File: src/rtl/mem_port_arbiter.sv
// Two-source arbiter sharing one single-port memory between instruction fetch and data access.
// Data wins by default; a bounded starvation counter forces a fetch through, and a wait timer ends hung grants.
module mem_port_arbiter #(
  parameter int STARVE_LIMIT = 4,
  parameter int TIMEOUT      = 255
) (
  input  logic        clk,
  input  logic        reset,
  input  logic        inst_req,
  input  logic [31:0] inst_addr,
  output logic        inst_mem_ack,
  output logic [31:0] inst_rdata,
  input  logic        data_req,
  input  logic        data_we,
  input  logic [31:0] data_addr,
  input  logic [31:0] data_wdata,
  input  logic [3:0]  data_be,
  output logic        data_mem_ack,
  output logic [31:0] data_rdata,
  output logic        mem_req,
  output logic        mem_we,
  output logic [31:0] mem_addr,
  output logic [31:0] mem_wdata,
  output logic [3:0]  mem_be,
  input  logic [31:0] mem_rdata,
  input  logic        mem_ready,
  output logic        bus_err,
  output logic        busy
);

  typedef enum logic [1:0] {IDLE, INST, DATA, DONE} state_e;

  localparam int              SW         = $clog2(STARVE_LIMIT + 1);
  localparam logic [SW-1:0]   STARVE_MAX = SW'(STARVE_LIMIT);
  localparam logic [7:0]      TIMEOUT_W  = 8'(TIMEOUT);

  state_e        state_q;
  logic [SW-1:0] starve_q, starve_d;
  logic [7:0]    wait_q, wait_d;
  logic          src_data_q;
  logic          we_q;
  logic [31:0]   addr_q, wdata_q;
  logic [3:0]    be_q;
  logic [31:0]   inst_rdata_q, data_rdata_q;
  logic          bus_err_q;
  logic          data_wins;
  logic          timeout_hit;

  always_comb begin
    data_wins   = data_req && !(inst_req && (starve_q == STARVE_MAX));
    wait_d      = wait_q + 8'd1;
    timeout_hit = (wait_d == TIMEOUT_W);
    // Starvation credit only accrues while a fetch is actually waiting.
    starve_d    = '0;
    if (inst_req) starve_d = (starve_q == STARVE_MAX) ? starve_q : starve_q + SW'(1);
  end

  // NOTE: all state is updated with non-blocking assignments so every register samples pre-edge values.
  always_ff @(posedge clk) begin
    if (reset) begin
      state_q      <= IDLE;
      starve_q     <= '0;
      wait_q       <= '0;
      src_data_q   <= 1'b0;
      we_q         <= 1'b0;
      addr_q       <= '0;
      wdata_q      <= '0;
      be_q         <= '0;
      inst_rdata_q <= '0;
      data_rdata_q <= '0;
      bus_err_q    <= 1'b0;
    end else begin
      case (state_q)
        IDLE: begin
          wait_q <= '0;
          if (data_wins) begin
            state_q    <= DATA;
            src_data_q <= 1'b1;
            we_q       <= data_we;
            addr_q     <= data_addr;
            wdata_q    <= data_wdata;
            be_q       <= data_be;
            starve_q   <= starve_d;
          end else if (inst_req) begin
            state_q    <= INST;
            src_data_q <= 1'b0;
            we_q       <= 1'b0;
            addr_q     <= inst_addr;
            wdata_q    <= '0;
            be_q       <= 4'b1111;
            starve_q   <= '0;
          end else begin
            starve_q   <= '0;
          end
        end
        INST, DATA: begin
          if (mem_ready) begin
            state_q <= DONE;
            if (!src_data_q)  inst_rdata_q <= mem_rdata;
            else if (!we_q)   data_rdata_q <= mem_rdata;
          end else if (timeout_hit) begin
            // A hung access completes with zero read data and an error flag.
            state_q   <= DONE;
            bus_err_q <= 1'b1;
            if (!src_data_q)  inst_rdata_q <= '0;
            else if (!we_q)   data_rdata_q <= '0;
          end else begin
            wait_q <= wait_d;
          end
        end
        DONE: begin
          state_q   <= IDLE;
          bus_err_q <= 1'b0;
        end
        default: state_q <= IDLE;
      endcase
    end
  end

  assign mem_req      = (state_q == INST) || (state_q == DATA);
  assign mem_we       = (state_q == DATA) && we_q;
  assign mem_addr     = addr_q;
  assign mem_wdata    = wdata_q;
  assign mem_be       = be_q;
  assign inst_mem_ack = (state_q == DONE) && !src_data_q;
  assign data_mem_ack = (state_q == DONE) && src_data_q;
  assign inst_rdata   = inst_rdata_q;
  assign data_rdata   = data_rdata_q;
  assign bus_err      = bus_err_q;
  assign busy         = (state_q != IDLE);

endmodule

File: config.mk
export PLATFORM = sky130hd
export DESIGN_NAME = mem_port_arbiter
export DESIGN_NICKNAME = d
export VERILOG_FILES = /design/src/rtl/mem_port_arbiter.sv
export SDC_FILE = /design/constraint.sdc
export NUM_CORES = 1
export LEC_CHECK = 0
export BUFFER_PORTS_ARGS = -buffer_cell sky130_fd_sc_hd__clkbuf_2
export CORE_ASPECT_RATIO = 0.9
export CORE_MARGIN = 4
export CORE_UTILIZATION = 41
export CTS_CLUSTER_DIAMETER = 30
export DETAILED_ROUTE_END_ITERATION = 8
export PLACE_DENSITY_LB_ADDON = 0.12
export SYNTH_ARGS = -nofsm -noshare
export SYNTH_HDL_FRONTEND = slang
export SYNTH_SLANG_ARGS = --single-unit
File: constraint.sdc
create_clock -name clk -period 2 [get_ports clk]
set_clock_uncertainty 0.05 [all_clocks]
set_input_delay 0 -clock clk [delete_from_list [all_inputs] [get_ports clk]]
set_output_delay 0 -clock clk [all_outputs]
set_load 0.1 [all_outputs]
### Word level (Yosys, flattened, before mapping)

Cells that the tools add are included.

* register bits: 148
* logic and storage cells: 81
* output and inout port bits: 138
* input port bits: 138

* muxes and demuxes: 33
* equal/unequal tests: 11
* reduce and logical (&&, ||, !) cells: 22
* bitwise gates (word level): 2
* $add $sub $neg: 2

Operators with widths (number)
* 32-bit two-way mux: 14
* 8-bit two-way mux: 2
* 8-bit one-hot mux with 2 select lines: 1
* 2-bit nonzero test: 5
* 3-bit two-way mux: 3
* 3-bit != test (second input constant): 3
* 3-bit AND reduction: 3
* 8-bit by 1-bit adder with 8-bit output (second input constant): 1
* 8-bit equality test (second input constant): 1
* 2-bit two-way mux: 4
* 4-bit two-way mux: 2
* 2-bit != test (second input constant): 3
* 2-bit one-hot mux with 3 select lines: 1
* 2-bit AND reduction: 3
* 1-bit logical AND: 5
* 1-bit two-way mux: 5
* 2-bit equality test (second input constant): 2
* 4-bit AND reduction: 1
* 3-bit by 1-bit adder with 3-bit output (second input constant): 1
* 3-bit equality test (second input constant): 1
* 2-bit by 1-bit equality test with 1-bit output (second input constant): 1
* 1-bit zero test: 2
* 2-bit zero test: 1
* 1-bit inverter: 2
* other kinds (3): 3

### Logic depth before layout (Yosys ltp)

Gate-level depths: netlist (run 1).

* depth in word-level cells: 6
* depth in mapped cells: 9
* gate-level depth less buffers: 8

### Least setup slack after synthesis (run 1)

No wires, ideal clock.

* path type: register to register
* start point: register state_q[1]
* end point: register data_rdata_q[10], in the netlist data_rdata[10]
* arrival: 2.535 ns
* period minus slack after synthesis: 2.647 ns
* path buffers: 2
* slack: -0.647 ns
* cell stages (with the launch flop): 8
* required time: 1.888 ns
* library setup time: 0.062 ns
* cell sequence: dfxtp_1 -> inv_1 -> ha_1 -> buf_2 -> nand2_1 -> nor4_1 -> clkbuf_1 -> a22o_1

* longest elaborated chain between the ends: 3
* elaborated cells between the ends (all ways): 4
* classes of those cells: 2 x eq/ne; 2 x reduce/logical

Ends and longest elaborated chain
* start, declared: line 37 `state_e state_q;`
* start signal, assigned: line 61 `state_q <= IDLE;`
* start signal, assigned: line 77 `state_q <= DATA;`
* start signal, assigned: line 85 `state_q <= INST;`
* 2-bit by 1-bit equality test with 1-bit output or 2-bit equality test (tied branches): line 73 `case (state_q)`
* 2-bit OR reduction *: line 73
* 4-bit AND reduction (no line) *
* end signal, assigned: line 100 `else if (!we_q) data_rdata_q <= mem_rdata;`
* end, declared: line 44 `logic [31:0] inst_rdata_q, data_rdata_q;`

Mark *: on every way between the ends. The rest lies on a longest branch, timed or not.
A chain may end at the register's enable or synchronous reset.

### Worst setup path in the final report (run 1)

* start point: register wait_q[1]
* end point: register inst_rdata_q[4], in the netlist inst_rdata[4]

* longest elaborated chain between the ends: 4

Ends and longest elaborated chain
* start, declared: line 39 `logic [7:0] wait_q, wait_d;`
* start signal, assigned: line 108 `wait_q <= wait_d;`
* 8-bit by 1-bit adder with 8-bit output: line 51 `wait_d = wait_q + 8'd1;`
* 8-bit equality test: line 52 `timeout_hit = (wait_d == TIMEOUT_W);`
* 2-bit nonzero test (no line)
* 3-bit AND reduction (no line)
* end signal, assigned: line 99 `if (!src_data_q) inst_rdata_q <= mem_rdata;`
* end, declared: line 44

Every way passes these cells.

==> key figures, run 1 <==
STA
  • RSZ-0062 raised after global routing: true
  • Final Max Slew Viols: 0
  • Final Cycle Share: a little over nine tenths
  • Final Hold Fails: 0
  • FMAX: 509 MHz
  • Final setup vio count: 0
  • Actual slew at the worst max-slew pin: 1.10 ns
  • Rel. slew slack: 26.6%
  • Final worst slack: 0.0371 ns
  • Min cycle time layout: 1.96 ns

Synthesis
  • Syn Std Cell Area: 5520 µm²
  • Ys async rst share: 0%
  • Distinct cells, synth: 43
  • Syn_nets: 739
  • EDFF count, synth: 0
  • Synth Instances: 594
  • Synthesis Warnings: 0
  • #FFs+latches synth: between 100 and 150
  • Seq/Total Area, Yosys: 53.7%
  • Top FF cell, synth: dfxtp_1
  • Avg Cell Area, Syn: 9.29 µm²

Worst setup path
  • Startpoint class of the critical path: flop
  • Max incr delay on CP: 0.38 ns
  • Type of the worst setup path: flop to flop
  • CP endpoint kind: flop
  • CP bufs+invs: 2
  • CP Max Fanout: 8
  • Slowest CP cell: dfxtp_4
  • CP top delay family: compound AO/OA/AOI/OAI gates
  • CP arrival: 2.27 ns
  • Crit path cell chain: ha_4, buf_6, o31ai_4, o21ai_2, a31oi_4, clkbuf_16, a22o_1
  • Required @ worst endpoint: 2.31 ns

Route
  • Final WL: 20900 µm
  • Post-DR vias/cell: ~5.4
  • Wire per inst: 17.7 µm
  • DRC: 0
  • Detailed Route Iter0 Violations: 343
  • Pre-antenna DRT Iters: 5
  • Final antenna-violating net count: 0
  • Via count: ~6.3k

Cells and area
  • Storage element area: 2970 µm²
  • Layout cells sized above 1: 35.3%
  • Fillers: 911
  • Nets: between 1k and 1.5k
  • Layout area overhead: 68.8%
  • Post-Layout Cell Count: 1181
  • Most common cell after layout, fill and taps aside: clkbuf_2
  • Most frequent cells in the layout: 274 x clkbuf_2, 143 x dfxtp_1, 137 x dlygate4sd3_1
  • Multi-input combinational cell area: 2420 µm²

Die
  • Die Ht: 118 µm
  • Initial Util: between 40% and 50%
  • Ports: 276
  • Core area: 12900 µm²
  • FP Rows: 39
  • Die X: 130 µm
  • Die Footprint: 15400 µm²

Global route
  • Number of global-route vias before repair: 6348
  • First-pass GRT wire length: 32100 µm
  • Gr usage total: 26.0%
  • Largest net degree at the start of global routing: 53
  • Initial antenna violation count: 3
  • Total global routing overflow: 0

Pwr
  • Sw Share: between 50% and 60%
  • Psw: 7.47 mW
  • Logic pwr share: 50.3%
  • Reg power frac: 27.4%
  • PwrDens: 1540 nW/µm²
  • VDD IR-drop max: 1140 µV
  • Leak: between 4 and 5 nW
  • Clock share of power: between 20% and 30%
  • Int Pwr: 6.85 mW

Clock tree
  • CTS tree: built
  • Clock sinks: 148
  • Inserted Clock Buffers: 17
  • Number of H-tree levels: 4
  • Worst skew pair latency: 0.42 ns
  • Worst-path clk slew: ~0.060 ns
  • CTS root buf: clkbuf_16
  • Max Buffers Root-to-Sink: 2

Place
  • # placed instances: approximately 1k
  • Port bufs: 275
  • Pre-CTS setup slack: -0.00535 ns
  • Placer congestion estimate: ~0.9
  • Hpwl dp: approximately 12000 µm

Run
  • Max-cap viol count: 0

Outcome
  • Run status: complete, no violations

Hold path
  • Hold/Removal Path Class: input port to flop
final timing paths:
path | start | to | slack (ns) | cells past startpoint
worst max-delay path | wait_q[1] | inst_rdata[4] | 0.04 | 7
worst min-delay path | data_req | state_q[0] | 0.08 | 5
worst max register to register | wait_q[1] | inst_rdata[4] | 0.04 | 7
worst min register to register | mem_wdata[11] | mem_wdata[11] | 0.40 | 2
synthesized netlist by cell type (2+ instances only):
cell type	n	area (µm²)
o211ai_1	3	22.5
a22oi_1	18	135
a21o_1	3	22.5
or3_1	4	25.0
buf_2	8	40.0
a22o_1	64	561
nand3_1	27	135
buf_1	3	11.3
nand2b_1	5	31.3
nand2_1	94	353
o21ai_1	2	10.0
clkbuf_1	34	128
buf_4	3	22.5
o21ai_0	2	10.0
a21oi_1	28	140
and2_1	3	18.8
a31oi_1	2	12.5
ha_1	7	87.6
nor2b_1	2	12.5
nor3_1	5	25.0
a311oi_1	32	280
inv_1	9	33.8
dfxtp_1	148	2960
nor2_1	69	259
stage by stage:
step	area, µm²	setup TNS (ns)	utilization, %	total power [mW]	hold WS [ns]
2_1_floorplan	5610	-1.34	-	9.60	0.0755
3_3_place_gp	7200	0	55.7	10.7	0.177
3_5_place_dp	7200	-0.0123	55.7	10.8	0.183
4_1_cts	9160	0	70.9	14.2	0.0592
5_1_grt	9310	-0.396	72.0	14.8	0.104
6_report	9310	0	72.0	14.3	0.0811
layout make-up:
cell class	instances	area share, %
repair buffers	436	33.0
flip-flops and latches	148	31.9
multi-input cells	389	26.0
clock buffers	19	4.76
well taps	164	2.20
clock inverters	13	1.60
inverters	9	0.403
diodes	3	0.0806
repair_timing:
action / in CTS / in global routing
gates resized for setup: 1 / 17
buffers inserted: 0 / 2
hold buffers: 137 / 0
gates cloned: 0 / 3
pin swaps: 0 / 1
endpoints found under the setup margin: 8 / 73
hold endpoints to repair: 143 / 0
worst register-to-register path, cell delays in order (launching register included):
cell and delay [ns]:
dfxtp_4 0.38, ha_4 0.19, buf_6 0.13, o31ai_4 0.28, o21ai_2 0.13, a31oi_4 0.37
clkbuf_16 0.24, a22o_1 0.14
power by group through the flow:
stage,clock [mW],sequential [mW],combinational (mW)
CTS,3.23,3.89,7.06
global route,3.36,3.99,7.50
floorplan,0,7.82,1.78
global placement,0,3.91,6.77
detailed placement,0,3.94,6.83
finish,3.19,3.93,7.20
flip-flops by register name (all words and copies together) (netlist names), 2 cells and up:
register	count
data_rdata	32
inst_rdata	32
mem_addr	32
mem_be	4
mem_wdata	32
starve_q	3
state_q	2
wait_q	8
cells by family after synthesis:
group | Yosys count | synth area share, %
muxes | 1 | 0.204
DFF | 148 | 53.7
AOI/OAI and AO/OA | 164 | 23.6
adders and majority gates | 7 | 1.59
and+or+nand+nor | 217 | 16.6
buffers and inverters | 57 | 4.26
metal layers:
metal	track usage, %	up-vias	share of wire [%]
met2	43.6	348	50
met4	13.3	0	3.9
li1	-	2961	-
met3	8.30	76	8.9
met1	29.3	2954	37
met5	0	-	0
Note: power is estimated with default switching activity, not from simulation.
==> inputs of run 2 (changes only) <==
CORE_UTILIZATION = 30   (was 41)
clock period = 2.1 ns   (was 2 ns; I/O delays follow)
==> run 2 against run 1 <==
Compared with the run above: combinational power decreased by 7.6%; design area decreased by 1.6%; core utilization decreased by 21 points; sequential share of layout area increased by 0.41 points; critical path depth increased by 2; non-clock buffer count decreased by 15; largest cell class is now sequential cells; largest power group unchanged.
==> key figures, run 2 (synthesis results as in run 1) <==
Worst setup path
  • Max incr delay on CP: 0.36 ns
  • Startpoint class of the critical path: flop
  • CP top delay family: compound AO/OA/AOI/OAI gates
  • Type of the worst setup path: flop to flop
  • Slowest CP cell: dfxtp_2
  • Worst Reg2Reg Path Length in Cells: 9
  • Reg2Reg Capture Point: inst_rdata[14]
  • R2r setup slk: 0.13 ns
  • CP endpoint kind: flop
  • CP arrival: about 2.2 ns
  • R2r startpoint: wait_q[0]
  • Crit path cell chain: inv_1, ha_1, nand3_1, a21oi_1, o31ai_4, o21ai_2, a31oi_4, buf_12, a22o_1
  • Required @ worst endpoint: ~2.4 ns
  • CP bufs+invs: 2
  • CP Max Fanout: 32

Route
  • Detailed Route Iter0 Violations: 273
  • Final antenna-violating net count: 0
  • Post-DR vias/cell: 4.81
  • Pre-antenna DRT Iters: 4
  • DRC: 0
  • Via count: 5967
  • Final WL: 19200 µm
  • Wire per inst: approximately 16 µm

Global route
  • Largest net degree at the start of global routing: 84
  • Number of global-route vias before repair: between 6k and 7k
  • Initial antenna violation count: 0
  • Gr usage total: a little under a fifth
  • Total global routing overflow: 0
  • First-pass GRT wire length: 30500 µm

Hold path
  • Hold path startpoint: reset
  • Hold EP: starve_q[2]
  • Hold path cells: 2
  • Hold/Removal Path Class: input port to flop

Cells and area
  • Fin util: 51.4%
  • Most common cell after layout, fill and taps aside: clkbuf_2
  • Fillers: 1631
  • Layout area overhead: 66.1%
  • Layout cells sized above 1: roughly a third
  • Post-Layout Cell Count: 1240
  • Final instance area: around 9200 µm²
  • Nets: ~1.1k
  • Most frequent cells in the layout: 274 x clkbuf_2, 146 x dfxtp_1, 135 x dlygate4sd3_1

Place
  • Hpwl dp: 12500 µm
  • Placer congestion estimate: 0.809
  • Cell Area, Placed: 7200 µm²
  • Port bufs: 275
  • Pre-CTS setup slack: 0.0631 ns
  • # placed instances: 1072

Pwr
  • PwrDens: 1470 nW/µm²
  • Final Power: 13.4 mW
  • Leak: 4.13 nW
  • VDD IR-drop max: 902 µV

Die
  • Initial Util: a little under a third
  • Die Ht: approximately 140 µm
  • Die X: between 150 and 200 µm
  • Die Footprint: 20600 µm²
  • Ports: 276
  • Core area: approximately 18000 µm²
  • FP Rows: 46

STA
  • FMAX: 508 MHz
  • Final Cycle Share: 93.7%
  • Actual slew at the worst max-slew pin: approximately 0.77 ns
  • Final worst slack: ~0.13 ns
  • Final setup vio count: 0
  • Setup_tns: 0 ns
  • RSZ-0062 raised after global routing: false
  • Final Hold Fails: 0
  • Min cycle time layout: between 1.5 and 2 ns
  • Final Max Slew Viols: 0
  • Hold slack: 0.0440 ns
  • Rel. slew slack: between 40% and 50%

Clock tree
  • Number of H-tree levels: 4
  • CTS root buf: clkbuf_16
  • CTS tree: built
  • Total setup buffers inserted after CTS: 0
  • Max Buffers Root-to-Sink: 2
  • Inserted Clock Buffers: 17
  • Clock sinks: 148
  • Worst skew pair latency: 0.41 ns
  • Worst-path clk slew: 0.06 ns

Outcome
  • Run status: complete, no violations

Run
  • Max-cap viol count: 0
==> run 2: changes by cell type in the layout (fill, tap and decap cells not counted), moves of 2 or more <==
cell,previous run,this run
clkinv_4,4,2
dfxtp_4,2,0
buf_6,2,0
dlygate4sd3_1,137,135
inv_2,3,1
inv_1,5,7
inv_8,0,3
buf_4,12,7
buf_12,8,5
dfxtp_1,143,146
clkbuf_16,19,17
diode_2,3,1
==> run 2: worst max path at each step <==
stage	start	end	slack (ns)	cells past startpoint
floorplan	state_q[1]	mem_addr[11]	0.009	9
global placement	wait_q[1]	inst_rdata[19]	0.13	7
detailed placement	wait_q[1]	inst_rdata[30]	0.06	7
CTS	wait_q[0]	inst_rdata[24]	0.05	7
global route	wait_q[0]	inst_rdata[31]	0.02	9
finish	wait_q[0]	inst_rdata[14]	0.13	9
==> run 2: what timing repair did <==
item                                   4_1_cts  5_1_grt
hold buffers                               135        0
setup endpoints to repair                    0       67
endpoints found under the hold margin      137        0
resized for setup                            0        5
==> run 2: final cells by class <==
cell class	count	area, µm²	share of cell area, %
Inverter	9	37.5	0.410
Clock inverter	15	171	1.87
Timing Repair Buffer	421	2880	31.4
Tap cell	240	300	3.28
Sequential cell	148	2970	32.4
Multi-Input combinational cell	389	2390	26.0
Antenna cell	1	2.50	0.0273
Clock buffer	17	425	4.64
==> run 2: layer usage <==
layer / global-route usage (%) / up-vias / wire length (µm)
li1: - / 2920 / -
met1: 22.1 / 2774 / 7890
met2: 30.4 / 237 / 9350
met3: 5.50 / 36 / 1540
met4: 7.75 / 0 / 447
met5: 0 / - / 0
==> run 2: power breakdown <==
group	switching [mW]	internal (mW)	leakage, nW
Combinational	5.42	1.22	2.63
Clock	1.30	1.79	0.290
Sequential	0.323	3.37	1.21
Total	7.05	6.38	4.13
==> run 2: worst register-to-register path, cell delays in order (launching register included) <==
cell and delay (ns):
dfxtp_2 0.36, inv_1 0.09, ha_1 0.15, nand3_1 0.08, a21oi_1 0.21, o31ai_4 0.13, o21ai_2 0.21, a31oi_4 0.12
buf_12 0.20, a22o_1 0.26
